## config.mk

```make
export PLATFORM = sky130hd
export DESIGN_NAME = mem_port_arbiter
export DESIGN_NICKNAME = d
export VERILOG_FILES = /design/src/rtl/mem_port_arbiter.sv
export SDC_FILE = /design/constraint.sdc
export NUM_CORES = 1
export LEC_CHECK = 0
export BUFFER_PORTS_ARGS = -buffer_cell sky130_fd_sc_hd__clkbuf_2
export CAP_MARGIN = 20
export CORE_AREA = 2 2 79 81
export CTS_BUF_LIST = sky130_fd_sc_hd__clkbuf_8
export DETAILED_ROUTE_END_ITERATION = 7
export DIE_AREA = 0 0 81 83
export MAX_ROUTING_LAYER = met4
export REMOVE_ABC_BUFFERS = 1
export SLEW_MARGIN = 10
export SYNTH_ARGS = -nofsm -noshare
export SYNTH_HDL_FRONTEND = slang
export SYNTH_SLANG_ARGS = --single-unit
```

## constraint.sdc

```tcl
create_clock -name clk -period 1.2 [get_ports clk]
set_clock_uncertainty 0.1 [all_clocks]
set_input_delay 0.18 -clock clk [delete_from_list [all_inputs] [get_ports clk]]
set_output_delay 0.18 -clock clk [all_outputs]
set_load 0.05 [all_outputs]
```

## src/rtl/mem_port_arbiter.sv

```systemverilog
// Single-port RAM arbiter between instruction fetch and data (LDR/STR) paths, with 1-cycle tagged read return.
// Optional fetch starvation guard enabled by defining ARB_STARVE_GUARD_EN.
module mem_port_arbiter #(
    parameter int ADDR_W         = 11,
    parameter int DATA_W         = 32,
    parameter int MAX_DATA_BURST = 4
) (
    input  logic              clk,
    input  logic              rst,
    input  logic              if_req,
    input  logic [ADDR_W-1:0] if_addr,
    output logic              if_gnt,
    output logic              if_rvalid,
    output logic [DATA_W-1:0] if_rdata,
    input  logic              d_req,
    input  logic              d_we,
    input  logic [ADDR_W-1:0] d_addr,
    input  logic [DATA_W-1:0] d_wdata,
    output logic              d_gnt,
    output logic              d_rvalid,
    output logic [DATA_W-1:0] d_rdata,
    output logic              ram_en,
    output logic              ram_we,
    output logic [ADDR_W-1:0] ram_addr,
    output logic [DATA_W-1:0] ram_wdata,
    input  logic [DATA_W-1:0] ram_rdata
);

    typedef enum logic {
        ST_INIT = 1'b0,
        ST_RUN  = 1'b1
    } state_t;

    state_t r_state;
    state_t w_state_next;
    logic   w_run;
    logic   w_force_if;
    logic   r_rd_pend;
    logic   r_rd_owner;

    if (MAX_DATA_BURST < 1) begin : g_param_check
        $error("MAX_DATA_BURST must be at least 1");
    end

    // NOTE: state lives in always_ff with non-blocking assignments so every flop samples pre-edge values.
    always_ff @(posedge clk) begin
        if (rst) r_state <= ST_INIT;
        else     r_state <= w_state_next;
    end

    // NOTE: every always_comb output gets a default first, so no path can infer a latch.
    always_comb begin
        w_state_next = r_state;
        case (r_state)
            ST_INIT: w_state_next = ST_RUN;
            ST_RUN:  w_state_next = ST_RUN;
            default: w_state_next = ST_INIT;
        endcase
    end

    // Grants are gated by rst so nothing is accepted while reset is held.
    assign w_run = (r_state == ST_RUN) && !rst;

`ifdef ARB_STARVE_GUARD_EN
    localparam int                CNT_W   = $clog2(MAX_DATA_BURST + 1);
    localparam logic [CNT_W-1:0]  CNT_MAX = CNT_W'(MAX_DATA_BURST);

    logic [CNT_W-1:0] r_starve_cnt;

    assign w_force_if = if_req && (r_starve_cnt == CNT_MAX);

    always_ff @(posedge clk) begin
        if (rst || if_gnt || !if_req) r_starve_cnt <= '0;
        else if (d_gnt)               r_starve_cnt <= r_starve_cnt + CNT_W'(1);
    end
`else
    assign w_force_if = 1'b0;
`endif

    always_comb begin
        if_gnt    = 1'b0;
        d_gnt     = 1'b0;
        ram_en    = 1'b0;
        ram_we    = 1'b0;
        ram_addr  = '0;
        ram_wdata = '0;
        if (w_run) begin
            if (d_req && !w_force_if) d_gnt  = 1'b1;
            else if (if_req)          if_gnt = 1'b1;
        end
        if (d_gnt) begin
            ram_en    = 1'b1;
            ram_we    = d_we;
            ram_addr  = d_addr;
            ram_wdata = d_wdata;
        end else if (if_gnt) begin
            ram_en    = 1'b1;
            ram_addr  = if_addr;
        end
    end

    // Read tag: which requester owns the RAM output arriving next cycle.
    always_ff @(posedge clk) begin
        if (rst) begin
            r_rd_pend  <= 1'b0;
            r_rd_owner <= 1'b0;
        end else begin
            r_rd_pend  <= if_gnt || (d_gnt && !d_we);
            r_rd_owner <= d_gnt;
        end
    end

    // A read outstanding when rst rises is dropped in that same cycle.
    assign if_rvalid = r_rd_pend && !r_rd_owner && !rst;
    assign d_rvalid  = r_rd_pend &&  r_rd_owner && !rst;
    assign if_rdata  = ram_rdata;
    assign d_rdata   = ram_rdata;

endmodule

```

==> results.ini <==
[critical_path]
crit_type = flip-flop to primary output
endpoint_kind = primary output
critical_path_arrival_ns = 1.24
cp-start-kind = flip-flop
r2r_start = r_state$_DFF_P_
startpoint = r_state$_DFF_P_
critPathMaxFanout = 33
required_ns = 0.92

[global_route]
grt_max_degree = 34
antenna_found_initial = 0
grt_use_total = 0.1889
grt_pass1_vias = 1227
overflow = 0
grt_first_pass_wirelength_um = 8742

[place]
io_buffers = 107
dpl_cell_area_um2 = 1556
dp_cells = 270
place.gp.congestion = 0.9908
place.detailed.hpwl_um = 5605

[power]
p_int_uw = 626.1
switching_power_uw = 408.0
sequentialPowerShare = 0.105
power_per_cell_area_nw_per_um2 = 499.7
p_comb_frac = 0.620
ir_worst_vdd_uv = 644.8
swShare = 0.3945
p_clk_frac = 0.275
p_leak_nw = 0.9402

[cts]
tritoncts = done
clk_path_buf_depth = 2
htree_levels = 1
root_buffer = clkbuf_8
numCtsBuffers = 3
cts_hold_buf = 0
clock-sinks = 3
insertion_delay_ns = 0.21
clk_pin_slew_worst_paths_ns = 0.03

[sta]
max_freq_mhz = 656.4
finalSetupViolCount = 48
hold_viol = 0
rsz0062_at_grt = yes
fin_ws_ns = -0.3234
worstMarginPinSlew_ns = 0.2577
fin_crit_sh = 1.270
slew_viol_final = 0
slew_headroom = 0.8282
min_period_ns = 1.523

[drt]
drt-vias-per-instance = 4.286
wl_met3_um = 1322
via_count = 1183
dr_wl_met2_um = 3280
drc = 0
drt_wl_total_um = 6477
avgRoutedWirePerCell_um = 23.47
drt_pre_antenna_iters = 4
drt-met1-wl_um = 1871
drtAntennaViolNets = 0
initialDrtViolationCount = 33
highest_layer = met4

[floorplan]
dieWidth_um = 81
coreArea_um2 = 5816
initial_core_util = 0.1799
core.rowCount = 28
num_io_pins = 204
die_h_um = 83
die_area_um2 = 6723

[layout]
final_cells = 276
layout.nets = 293
n_antenna_cell = 0
syn_to_final_growth_pct = 97.85
drive_above_1_share = 0.7264
stdcell_area_um2 = 2069

[synthesis]
synth_edf_count = 0
synth_cell_type_count = 16
ys_top_cells_by_area = buf_4 46%, and2_1 19%, nand3b_1 7.9%
yosysMostFrequentCell = buf_4
synth_ff_type = dfxtp_1
yosysTopAreaCell = buf_4
synth_area_um2 = 1046
synth-seq-area-share = 0.05742
ys_seq_elements = 3
synth_common_cells = 64 x buf_4, 32 x and2_1, 12 x nand2_1, 11 x a21oi_1, 11 x nand3b_1
yosysWarnings = 0
synth_async_sr_flop_share = 0
syn_area_per_cell_um2 = 6.927
synthCells = 151
synth_top_area_frac = 0.4593

[run_status]
violations = negative setup slack
outcome = complete, but fails checks

[hold_path]
worstHoldStart = rst
hp-class = input port to flip-flop

[job]
cap_violations = 0

## critical path, stage by stage, from the launching register on
cell	delay (ns)
dfxtp_2	0.32
and3b_2	0.20
buf_12	0.16
and2_1	0.19
buf_12	0.15
## kinds of logic after synthesis
logic type	count (synthesis)	share of synthesized area
buffers and inverters	72	0.5143
AND/OR/NAND/NOR	65	0.3756
AO/OA/AOI/OAI	11	0.05263
flip-flops	3	0.05742
## path summary, 6_finish.rpt
check | end | slack [ns] | cells after the start
worst max register to register | r_rd_pend$_SDFF_PP0_ | 0.14 | 4
worst min-delay path | r_state$_DFF_P_ | 0.17 | 3
worst max-delay path | ram_wdata[20] | -0.32 | 4
worst min register to register | r_rd_owner$_SDFF_PP0_ | 0.39 | 1
## final cells by class
type / instances / area, um^2
multi-input cells: 76 / 621.8
flip-flops and latches: 3 / 63.81
clock buffers: 3 / 41.29
fillers: 590 / 3746
inverters: 1 / 3.754
well taps: 75 / 93.84
clock inverters: 1 / 3.754
repair buffers: 117 / 1241
## routing by layer
metal / vias to the layer above / track usage
li1: 510 / -
met1: 527 / 0.1540
met2: 142 / 0.3276
met3: 4 / 0.1739
met4: 0 / 0.007704
met5: - / -
## cells in the final DEF (no fill, tap or decap), types with 2 or more instances in the layout
cell / instances
dfxtp_2: 3
buf_8: 25
buf_4: 5
and2_4: 5
a21oi_4: 11
nand2_1: 12
inv_1: 2
clkbuf_2: 58
buf_6: 2
nor3b_2: 2
clkbuf_8: 5
nor2_4: 2
nand3b_1: 11
buf_12: 24
and2_1: 27
## what timing repair did
item	4_1_cts	5_1_grt
buffers inserted	1	1
hold endpoints to repair	0	0
setup endpoints to repair	48	49
gates resized for setup	86	33
pin swaps	1	2
## stage by stage
| step | total power [mW] | TNS [ns] | setup slack, ns | utilization | hold WS, ns |
|---|---|---|---|---|---|
| after floorplan | 0.3502 | -20.02 | -0.8440 | - | 0.1481 |
| after global placement | 0.6202 | -8.517 | -0.2514 | 0.2676 | 0.2617 |
| after detailed placement | 0.6247 | -8.872 | -0.2606 | 0.2676 | 0.2617 |
| after CTS | 1.006 | -13.73 | -0.3281 | 0.3414 | 0.1638 |
| after global routing | 1.087 | -15.42 | -0.3639 | 0.3559 | 0.1961 |
| final | 1.034 | -13.31 | -0.3234 | 0.3559 | 0.1697 |
## power by group through the flow
stage	Clock, mW	Sequential [mW]	Combinational, mW
floorplan	0	0.108	0.242
global placement	0	0.109	0.512
detailed placement	0	0.109	0.516
CTS	0.288	0.109	0.610
global route	0.302	0.110	0.675
finish	0.284	0.109	0.641
## state kept, by name, indices dropped and copies added, names as in the netlist
name,flops
r_state,1
r_rd_pend,1
r_rd_owner,1
(Power assumes the default switching activity.)
